<file path="config.mk">
export PLATFORM = sky130hd
export DESIGN_NAME = bit_timer_seq
export DESIGN_NICKNAME = d
export VERILOG_FILES = /design/src/rtl/bit_timer_seq.sv
export SDC_FILE = /design/constraint.sdc
export NUM_CORES = 1
export LEC_CHECK = 0
export BUFFER_PORTS_ARGS = -buffer_cell sky130_fd_sc_hd__buf_2
export CORE_AREA = 4 4 110 112
export DETAILED_ROUTE_END_ITERATION = 6
export DIE_AREA = 0 0 114 116
export SLEW_MARGIN = 5
export SYNTH_ARGS = -nofsm -noshare
export SYNTH_HDL_FRONTEND = slang
export SYNTH_SLANG_ARGS = --single-unit
</file>
<file path="constraint.sdc">
create_clock -name clk -period 4.4 [get_ports clk]
set_clock_uncertainty 0.05 [all_clocks]
set_input_delay 0.22 -clock clk [delete_from_list [all_inputs] [get_ports clk]]
set_output_delay 0.22 -clock clk [all_outputs]
set_load 0.02 [all_outputs]
</file>
<file path="src/rtl/bit_timer_seq.sv">
// Bit-period timer for the UART engines: end-of-bit (BTU), mid-bit (MID) and
// end-of-frame (done) strobes, with an optional half-length first bit.
module bit_timer_seq #(
    parameter int CNT_W = 18,
    parameter int BIT_W = 4
) (
    input  logic             clk,
    input  logic             rst_n,
    input  logic             start_i,
    input  logic             half_first_i,
    input  logic [CNT_W-1:0] baud_count_i,
    input  logic [BIT_W-1:0] num_bits_i,
    output logic             btu_o,
    output logic             mid_o,
    output logic             done_o,
    output logic             busy_o,
    output logic [BIT_W-1:0] bit_idx_o
);

    typedef enum logic [1:0] {
        S_IDLE = 2'd0,
        S_RUN  = 2'd1,
        S_HOLD = 2'd2
    } state_t;

    state_t           state_q;
    logic [CNT_W-1:0] count_q;
    logic [BIT_W-1:0] bit_idx_q;
    logic [CNT_W-1:0] baud_lat_q;
    logic [BIT_W-1:0] nb_lat_q;
    logic             hf_lat_q;

    logic             run;
    logic             first_half;
    logic [CNT_W-1:0] half_baud;
    logic [CNT_W-1:0] limit;
    logic             last_bit;
    logic             btu;

    // All strobes decode registered state only, so no input reaches an output.
    always_comb begin
        run        = (state_q == S_RUN);
        first_half = hf_lat_q && (bit_idx_q == '0);
        half_baud  = baud_lat_q >> 1;
        limit      = baud_lat_q;
        if (first_half) begin
            limit = (half_baud == '0) ? CNT_W'(1) : half_baud;
        end
        last_bit   = (bit_idx_q == nb_lat_q - BIT_W'(1));
        btu        = run && (count_q == limit - CNT_W'(1));
    end

    assign btu_o     = btu;
    assign mid_o     = run && !first_half && (count_q == half_baud);
    assign done_o    = btu && last_bit;
    assign busy_o    = run;
    assign bit_idx_o = bit_idx_q;

    always_ff @(posedge clk or negedge rst_n) begin
        if (!rst_n) begin
            state_q    <= S_IDLE;
            count_q    <= '0;
            bit_idx_q  <= '0;
            baud_lat_q <= CNT_W'(1);
            nb_lat_q   <= BIT_W'(1);
            hf_lat_q   <= 1'b0;
        end else begin
            case (state_q)
                S_IDLE: begin
                    count_q   <= '0;
                    bit_idx_q <= '0;
                    if (start_i) begin
                        state_q    <= S_RUN;
                        baud_lat_q <= (baud_count_i == '0) ? CNT_W'(1) : baud_count_i;
                        nb_lat_q   <= (num_bits_i == '0) ? BIT_W'(1) : num_bits_i;
                        hf_lat_q   <= half_first_i;
                    end
                end
                S_RUN: begin
                    // Abort takes priority over a coincident final BTU.
                    if (!start_i) begin
                        state_q   <= S_IDLE;
                        count_q   <= '0;
                        bit_idx_q <= '0;
                    end else if (btu && last_bit) begin
                        state_q   <= S_HOLD;
                        count_q   <= '0;
                        bit_idx_q <= '0;
                    end else if (btu) begin
                        count_q   <= '0;
                        bit_idx_q <= bit_idx_q + BIT_W'(1);
                    end else begin
                        count_q   <= count_q + CNT_W'(1);
                    end
                end
                S_HOLD: begin
                    count_q   <= '0;
                    bit_idx_q <= '0;
                    if (!start_i) begin
                        state_q <= S_IDLE;
                    end
                end
                default: begin
                    state_q   <= S_IDLE;
                    count_q   <= '0;
                    bit_idx_q <= '0;
                end
            endcase
        end
    end

endmodule
</file>
==> results of run 1 <==
==> power by group through the flow <==
stage	sequential (W)	combinational (W)	clock, W
after global placement	0.000542	0.000804	0
after CTS	0.000536	0.000824	0.000403
after global routing	0.000543	0.000935	0.000418
after detailed placement	0.000544	0.000812	0
final	0.000536	0.000866	0.000395
after floorplan	0.000525	0.000586	0
==> Yosys cell counts (all sizes together), types with 16 or more instances <==
master   n
dfrtp   45
nand2   36
clkbuf  24
nor2    46
o21ai   19
mux2    18
xor2    29
a21oi   22
inv     16
xnor2   24
==> critical path: stages, from the launching register on <==
cell	delay (ns)
dfrtp_2	0.45
inv_2	0.07
ha_2	0.17
nand4bb_1	0.17
mux2_4	0.36
a21oi_4	0.17
ha_4	0.18
o211ai_1	0.11
a211o_1	0.28
or4_4	0.51
o31ai_2	0.31
nand3_1	0.17
nor4b_4	0.37
nand3_2	0.14
nor2_2	0.11
buf_6	0.13
==> path summary, 6_finish.rpt <==
check | endpoint | slack [ns] | cells past startpoint
min in group clk | baud_lat_q[14] | 0.09 | 3
max in group asynchronous | bit_idx_o[1] | 3.49 | 1
worst min register to register | baud_lat_q[0] | 0.48 | 2
worst max-delay path | done_o | 0.14 | 15
worst min-delay path | count_q[2] | 0.09 | 1
worst max register to register | bit_idx_o[0] | 0.36 | 15
==> sequential cells by signal, summed over array words and instances, names as in the netlist <==
register    flops
state_q         2
baud_lat_q     18
bit_idx_o       4
nb_lat_q        4
hf_lat_q        1
count_q        18
==> what timing repair did <==
action,CTS,global route
setup buffers,0,6
resized for setup,2,15
setup endpoints to repair,2,21
pin swaps,0,7
==> logic make-up after synthesis <==
group           Yosys count
simple gates            190
compound gates           96
xor+xnor                 54
buf+inv                  53
flops                    47
mux                      29
fa+ha+maj                 5
==> metrics by stage <==
stage / hold WS, ns / instance area (sq um) / TNS, ns / std cells / power (W)
after floorplan: -0.126 / 4020 / 0 / 474 / 0.00111
after global placement: 0.394 / 4400 / 0 / 638 / 0.00135
after detailed placement: 0.398 / 4400 / 0 / 638 / 0.00136
after CTS: 0.0904 / 4560 / 0 / 646 / 0.00176
after global routing: 0.115 / 4660 / -0.0369 / 652 / 0.00190
final: 0.0862 / 4660 / 0 / 652 / 0.00180
==> layer usage <==
layer | vias to the layer above | global-route usage (%)
met2 | 116 | 29.1
met4 | 0 | 8.31
met1 | 1821 | 24.7
li1 | 1782 | -
met3 | 34 | 1.83
met5 | - | 0
==> final cells by class <==
| type | instances | area [sq um] | area share (%) |
|---|---|---|---|
| Timing Repair Buffer | 64 | 408 | 8.75 |
| Sequential cell | 47 | 1180 | 25.3 |
| Clock buffer | 7 | 143 | 3.06 |
| Inverter | 16 | 60.1 | 1.29 |
| Multi-Input combinational cell | 374 | 2690 | 57.6 |
| Clock inverter | 1 | 5.00 | 0.107 |
| Tap cell | 143 | 179 | 3.84 |
==> run summary, run 1 <==
status: completed
Power Density: 385 nW/um^2
startpoint types: flop
DRT antenna net count: 0
Psw: 0.000730 W
CTS tree: yes
first-pass GRT wire length: 19,100 um
initial antenna violation count: 0
Port Buffer Count: 33
worst setup margin: 0.140 ns
most common library cell in the layout ignoring fill and taps: nor2_1
FF+latch count, synth: 47
Max clock buf depth: 2
nets: 539
Mapped Cells: 474
Starting DRT DRC Count: 222
Synth Cell Area: 4000 sq um
XOR/XNOR Fraction of Synth Area: 12.2%
Crit. End Element: output pin
Netlist cell types: 70
ys async rst share: 100%
switching fraction of total power: 40.6%
Post-Route WL: 11,900 um
largest family of logic cells by synthesized area: simple AND/OR/NAND/NOR gates
Syn-to-layout area delta: 16.5%
Setup-failing EPs final: 0
cell taking the most area after synthesis: dfrtp_1
Worst-Margin Slew: 1.09 ns
Num CTS Buffers: 5
Initial Utilization: 35.7%
fin. max-slew vios: 0
Syn. warnings: 0
# DRC: 0
Max Cap Violations: 0
Syn Nets: 505
DR vias/cell: 5.76
Worst Hold Class: input pin to async pin
post-synthesis sequential area ratio: 29.4%
post-synthesis mux area share: 7.81%
H-tree depth: 2
DIE AREA: 13,200 sq um
pin count of the biggest net entering global routing: 48
Post-synth EDFFs: 0
Die X: 114 um
Mean Syn Cell Area: 8.45 sq um
Main synth FF type: dfrtp_1
Ports: 34
top-area cell type share of the netlist area: 28.1%
gp weighted congestion: 0.923
post-synthesis compound-gate area fraction: 17.1%
row cnt: 39
Setup Crit Path Kind: flop to output pin
Synth Area in Simple Gates: 26.5%
total internal power: 0.00107 W
core area: 11,200 sq um
Top Metal Used: met4
Comb power frac: 48.2%
gr usage total: 18.1%
Post-Synth Adder-Cell Area: 1.56%
WP data arrival: 3.99 ns
met3 wire length: 508 um
clk sink count: 47
final hold viol count: 0
Peak VDD IR: 0.196 mV
Die Y: 116 um
fin crit period: 4.26 ns
Clock Power Share: 22.0%
sequential share of power: 29.8%
grt ovf: 0
critical path peak fanout: 6
DR pass1 iterations: 5
Vias: 3,753
R2R Path Start: bit_idx_o[0]
wire length on met2: 5460 um
top post-synthesis cells by area: dfrtp_1 (28%), xor2_1 (6.3%), xnor2_1 (5.2%)
DP HPWL: 8850 um
layout cell share with drive strength beyond 1: 24.6%
CTS Hold Bufs: 0
CP Data Required Time: 4.13 ns
Finished Core Util: 41.5%
drt wl/cell: 18.3 um
number of fill cells: 1,149
most frequent cells in the layout: nor2_1 (45), dfrtp_1 (43), nand2_1 (35)
period utilization: 96.8%
Lkg Pwr: 1.88 nW
Setup crit start: bit_idx_o[0]
M1 WL: 5460 um
fmax: 235 MHz
Antenna Diode Count: 0
register clock-pin slew on the reported worst setup and hold paths: 0.06 ns
worst skew pair latency: 0.30 ns
CTS root buffer: clkbuf_16
Setup WS pre-CTS: 0.143 ns
vias in the first global route: 3,623
Slew Limit Headroom: 27.6%
Power figures use the tool's default switching activity.
==> run 2: changes to the inputs <==
- MAX_ROUTING_LAYER: not set -> met4
==> run summary, run 2 (same netlist as run 1, synthesis figures left out) <==
Max clock buf depth: 2 (unchanged)
CP Data Required Time: 4.13 ns (about the same)
setup_tns: 0 ns (unchanged)
Ports: 34 (unchanged)
worst skew pair latency: 0.29 ns (about the same)
WP depth: 16 (+1)
Syn-to-layout area delta: 17.5%
critical path peak fanout: 5 (-1)
Worst Hold Class: input pin to async pin
register clock-pin slew on the reported worst setup and hold paths: 0.06 ns (about the same)
fmax: 236 MHz (+0.41%)
worst r2r path cells: 16 (+1)
grt ovf: 0 (unchanged)
layout cell share with drive strength beyond 1: 24.8% (+0.25 points)
drt wl/cell: 18.6 um (+1.9%)
final hold viol count: 0 (unchanged)
Setup Crit Path Kind: flop to output pin
CTS root buffer: clkbuf_16
Fin Hold WS: 0.0964 ns (+0.0102 ns)
DR pass1 iterations: 5 (unchanged)
Slew Limit Headroom: 26.1% (-1.5 points)
Port Buffer Count: 33 (unchanged)
Die Y: 116 um (unchanged)
row cnt: 39 (unchanged)
Finished Core Util: 41.9% (+0.38 points)
fin crit period: 4.24 ns (-0.0175 ns)
Antenna Diode Count: 0 (unchanged)
Design Power: 0.00182 W (+1.1%)
gp weighted congestion: 0.968 (+4.8%)
Worst-Margin Slew: 1.11 ns (+0.0227 ns)
clk sink count: 47 (unchanged)
most frequent cells in the layout: nor2_1 (45), dfrtp_1 (43), nand2_1 (35)
DP HPWL: 9040 um (+2.1%)
initial antenna violation count: 0 (unchanged)
Num CTS Buffers: 5 (unchanged)
Setup-failing EPs final: 0 (unchanged)
DIE AREA: 13,200 sq um (unchanged)
largest registers: baud_lat_q: 18 flops, count_q: 18 flops
Crit. End Element: output pin
CP Cell Sequence: inv_1 -> ha_1 -> nand4bb_1 -> mux2_4 -> a21oi_4 -> ha_4 -> or4b_4 -> a211oi_2 -> nand3b_1 -> and3b_2 -> xor2_1 -> nand3_2 -> nor4b_4 -> nand3_2 -> nor2_2 -> buf_6
DRT antenna net count: 0 (unchanged)
Post-Route WL: 12,200 um (+2.3%)
H-tree depth: 2 (unchanged)
Vias: 3,790 (+0.99%)
DR vias/cell: 5.79 (+0.52%)
status: completed
Die X: 114 um (unchanged)
CTS tree: yes
Slowest cell on crit path: or4b_4
startpoint types: flop
WP data arrival: 3.97 ns (-0.02 ns)
core area: 11,200 sq um (unchanged)
Max Cap Violations: 0 (unchanged)
nets: 542 (+0.56%)
vias in the first global route: 3,619 (-0.11%)
fin. max-slew vios: 0 (unchanged)
gr usage total: 19.3% (+1.2 points)
first-pass GRT wire length: 19,600 um (+2.8%)
Buf/Inv on CP: 2 (unchanged)
Starting DRT DRC Count: 269 (+21%)
most used cell, CP: nand3_2
# DRC: 0 (unchanged)
max incr delay on CP: 0.46 ns (-0.05 ns)
period utilization: 96.4% (-0.40 points)
Initial Utilization: 35.7% (unchanged)
CP top delay family: simple AND/OR/NAND/NOR gates
pin count of the biggest net entering global routing: 48 (unchanged)
Power Density: 386 nW/um^2 (+0.18%)
Lkg Pwr: 1.90 nW (+1.1%)
most common library cell in the layout ignoring fill and taps: nor2_1
Peak VDD IR: 0.207 mV (+5.6%)
run 2: worst reg2reg max path: cells and delay by family, from the launching register on:
family / cells / cell delay, ns
compound gates: 5 / 1.15
mux: 1 / 0.36
fa+ha+maj: 2 / 0.34
simple gates: 6 / 1.53
flops: 1 / 0.43
buf+inv: 2 / 0.22
run 2: final cells by class:
type,count,area (sq um)
clock inverters,1,5.00
multi-input cells,374,2710
repair buffers,67,430
well taps,143,179
inverters,16,60.1
clock buffers,7,143
fillers,1120,6520
flip-flops and latches,47,1180
run 2: power breakdown:
group	total, W	internal (W)	switching, W
Clock	0.000389	0.000226	0.000163
Combinational	0.000884	0.000363	0.000520
Sequential	0.000544	0.000484	0.0000597
run 2: layer usage:
metal	track usage [%]	vias to the layer above	part of all wire, %
met5	-	-	0
met4	7.05	0	2.7
met3	2.77	30	5.6
met2	30.4	134	47
met1	25.4	1838	45
li1	-	1788	-
run 2: worst paths after layout:
check	to	slack [ns]	start
setup / recovery	done_o	0.16	bit_idx_o[0]
hold / removal	count_q[0]	0.1	rst_n
setup reg to reg	bit_idx_o[0]	0.27	bit_idx_o[0]
hold reg to reg	baud_lat_q[0]	0.48	baud_lat_q[0]
max in group asynchronous	bit_idx_o[0]	3.46	rst_n
min in group clk	nb_lat_q[1]	0.10	num_bits_i[1]
run 2: repair_timing:
action	in CTS	in global routing
buffers inserted	0	9
pin swaps	0	8
gates cloned	0	0
endpoints found under the setup margin	2	8
hold buffers	0	0
resized for setup	3	15
run 2: stage by stage:
| stage | std cells | worst slack [ns] | cell area (sq um) |
|---|---|---|---|
| global route | 655 | -0.0153 | 4710 |
| detailed placement | 638 | 0.113 | 4400 |
| finish | 655 | 0.157 | 4710 |
| floorplan | 474 | 0.00736 | 4020 |
| global placement | 638 | 0.232 | 4400 |
| CTS | 646 | 0.00563 | 4570 |
==> run 3: changes to the inputs <==
- CORE_AREA: 4 4 110 112 -> 4 4 116 74
- DIE_AREA: 0 0 114 116 -> 0 0 120 78
- PLACE_DENSITY: not set -> 0.75
- SKIP_LAST_GASP: not set -> 1
==> run summary, run 3 (same netlist as run 1, synthesis figures left out) <==
CTS tree: yes
period utilization: 96.5% (about the same)
Post-Route WL: 11,900 um (-2.7%)
largest registers: baud_lat_q: 18 flops, count_q: 18 flops
Crit. End Element: output pin
Clock Power Share: 23.8% (+2.4 points)
Comb power frac: 46.9% (-1.8 points)
Psw: 0.000740 W (-0.44%)
Initial Utilization: 52.7% (+17 points)
worst skew pair latency: 0.30 ns (about the same)
CTS root buffer: clkbuf_16
Die X: 120 um (+5.3%)
Max Cap Violations: 0 (unchanged)
Setup Crit Path Kind: flop to output pin
first-pass GRT wire length: 18,700 um (-4.4%)
Ports: 34 (unchanged)
unrepaired setup endpoints after global routing: false
core area: 7600 sq um (-32%)
DRT antenna net count: 0 (unchanged)
fin crit period: 4.24 ns (+0.00204 ns)
CTS Hold Bufs: 0 (unchanged)
grt ovf: 0 (unchanged)
startpoint types: flop
row cnt: 25 (-36%)
# DRC: 0 (unchanged)
CP Cell Sequence: inv_1 -> ha_4 -> nand4bb_4 -> mux2_4 -> a21oi_4 -> ha_2 -> or4b_2 -> a211oi_2 -> nand3b_1 -> and3b_2 -> xor2_1 -> nand3_1 -> nor4b_4 -> nand3_2 -> nor2_2 -> buf_6
gr usage total: 26.2% (+6.9 points)
Antenna Diode Count: 0 (unchanged)
Starting DRT DRC Count: 389 (+45%)
Worst Hold Class: input pin to async pin
pin count of the biggest net entering global routing: 48 (unchanged)
sequential share of power: 29.3% (-0.6 points)
critical path peak fanout: 3 (-2)
vias in the first global route: 3,468 (-4.2%)
Finished Core Util: 61.0% (+19 points)
Setup-failing EPs final: 0 (unchanged)
Num CTS Buffers: 5 (unchanged)
final hold viol count: 0 (unchanged)
most frequent cells in the layout: nor2_1 (45), dfrtp_1 (43), nand2_1 (35)
Max clock buf depth: 2 (unchanged)
nets: 535 (-1.3%)
R2R Path Start: bit_idx_o[1]
FF-to-FF setup slack: 0.25 ns (-0.02 ns)
Port Buffer Count: 33 (unchanged)
initial antenna violation count: 0 (unchanged)
Cell Area, Placed: 4350 sq um (-1.0%)
drt wl/cell: 19.4 um (+4.0%)
clk sink count: 47 (unchanged)
gp weighted congestion: 1.07 (+11%)
switching fraction of total power: 40.3% (-0.61 points)
Slew Limit Headroom: 30.0% (+3.9 points)
DIE AREA: 9360 sq um (-29%)
Design Power: 0.00184 W (+1.1%)
Power Density: 396 nW/um^2 (+2.5%)
setup_tns: 0 ns (unchanged)
worst flop-to-flop path endpoint: count_q[13]
Die Y: 78 um (-33%)
register clock-pin slew on the reported worst setup and hold paths: 0.07 ns (about the same)
Slowest cell on crit path: or4b_2
DR pass1 iterations: 7 (+2)
Lkg Pwr: 1.87 nW (-1.4%)
status: completed
WP data arrival: 3.97 ns (about the same)
CP Data Required Time: 4.13 ns (about the same)
total internal power: 0.00110 W (+2.1%)
Syn-to-layout area delta: 15.8%
layout cell share with drive strength beyond 1: 24.2% (-0.65 points)
H-tree depth: 2 (unchanged)
Vias: 3,798 (+0.21%)
most common library cell in the layout ignoring fill and taps: nor2_1
Worst-Margin Slew: 1.05 ns (-0.0579 ns)
DP HPWL: 9080 um (+0.49%)
DR vias/cell: 6.20 (+7.1%)
fmax: 236 MHz (about the same)
Peak VDD IR: 0.290 mV (+40%)
fin. max-slew vios: 0 (unchanged)
worst r2r path cells: 15 (-1)
max incr delay on CP: 0.61 ns (+0.15 ns)
Finished Cell Area: 4640 sq um (-1.4%)
run 3: repair_timing:
action / CTS / global route
pin swaps: 0 / 5
gates cloned: 0 / 0
buffers inserted: 0 / 2
gates resized for setup: 2 / 17
setup endpoints to repair: 1 / 24
run 3: layout make-up:
| type | count | area (sq um) |
|---|---|---|
| clock buffers | 5 | 125 |
| multi-input cells | 374 | 2710 |
| fillers | 653 | 2960 |
| well taps | 108 | 135 |
| repair buffers | 60 | 384 |
| inverters | 16 | 60.1 |
| clock inverters | 3 | 43.8 |
| flip-flops and latches | 47 | 1180 |
run 3: per-layer routing:
layer | wire length [um] | part of all wire, % | GRT usage [%] | vias up
li1 | - | - | - | 1780
met1 | 5750 | 48 | 39.5 | 1819
met2 | 4720 | 40 | 34.5 | 185
met3 | 1240 | 10 | 7.65 | 14
met4 | 158 | 1.3 | 5.14 | 0
met5 | 0 | 0 | - | -
run 3: worst max path at each step:
stage                       from           to  slack [ns]  cells after the start
floorplan           bit_idx_o[0]   count_q[0]       0.007                     19
global placement    bit_idx_o[1]  count_q[10]        0.31                     16
detailed placement  bit_idx_o[1]   count_q[2]        0.20                     16
CTS                 bit_idx_o[1]       done_o        0.05                     17
global route        bit_idx_o[1]       done_o        0.01                     16
finish              bit_idx_o[1]       done_o        0.16                     16
run 3: through the flow:
stage,setup WS [ns],hold WS (ns),cells
global route,0.0145,0.101,613
detailed placement,0.196,0.398,603
finish,0.155,0.0544,613
floorplan,0.00736,-0.126,474
CTS,0.0479,0.0879,611
global placement,0.305,0.391,603
run 3: worst max-delay path: cells and delay by family, from the launching register on:
kind	cells	cell delay [ns]
multiplexers	1	0.34
AO/OA/AOI/OAI	2	0.39
buffers and inverters	2	0.25
AND/OR/NAND/NOR	8	1.76
flip-flops	1	0.42
adder cells (fa/ha/maj)	2	0.38
XOR/XNOR	1	0.15
run 3: power groups by stage:
stage	clock network (W)	registers, W	logic (W)
floorplan	0	0.000525	0.000586
global placement	0	0.000541	0.000790
detailed placement	0	0.000545	0.000797
CTS	0.000449	0.000537	0.000809
global route	0.000465	0.000544	0.000923
finish	0.000436	0.000539	0.000861
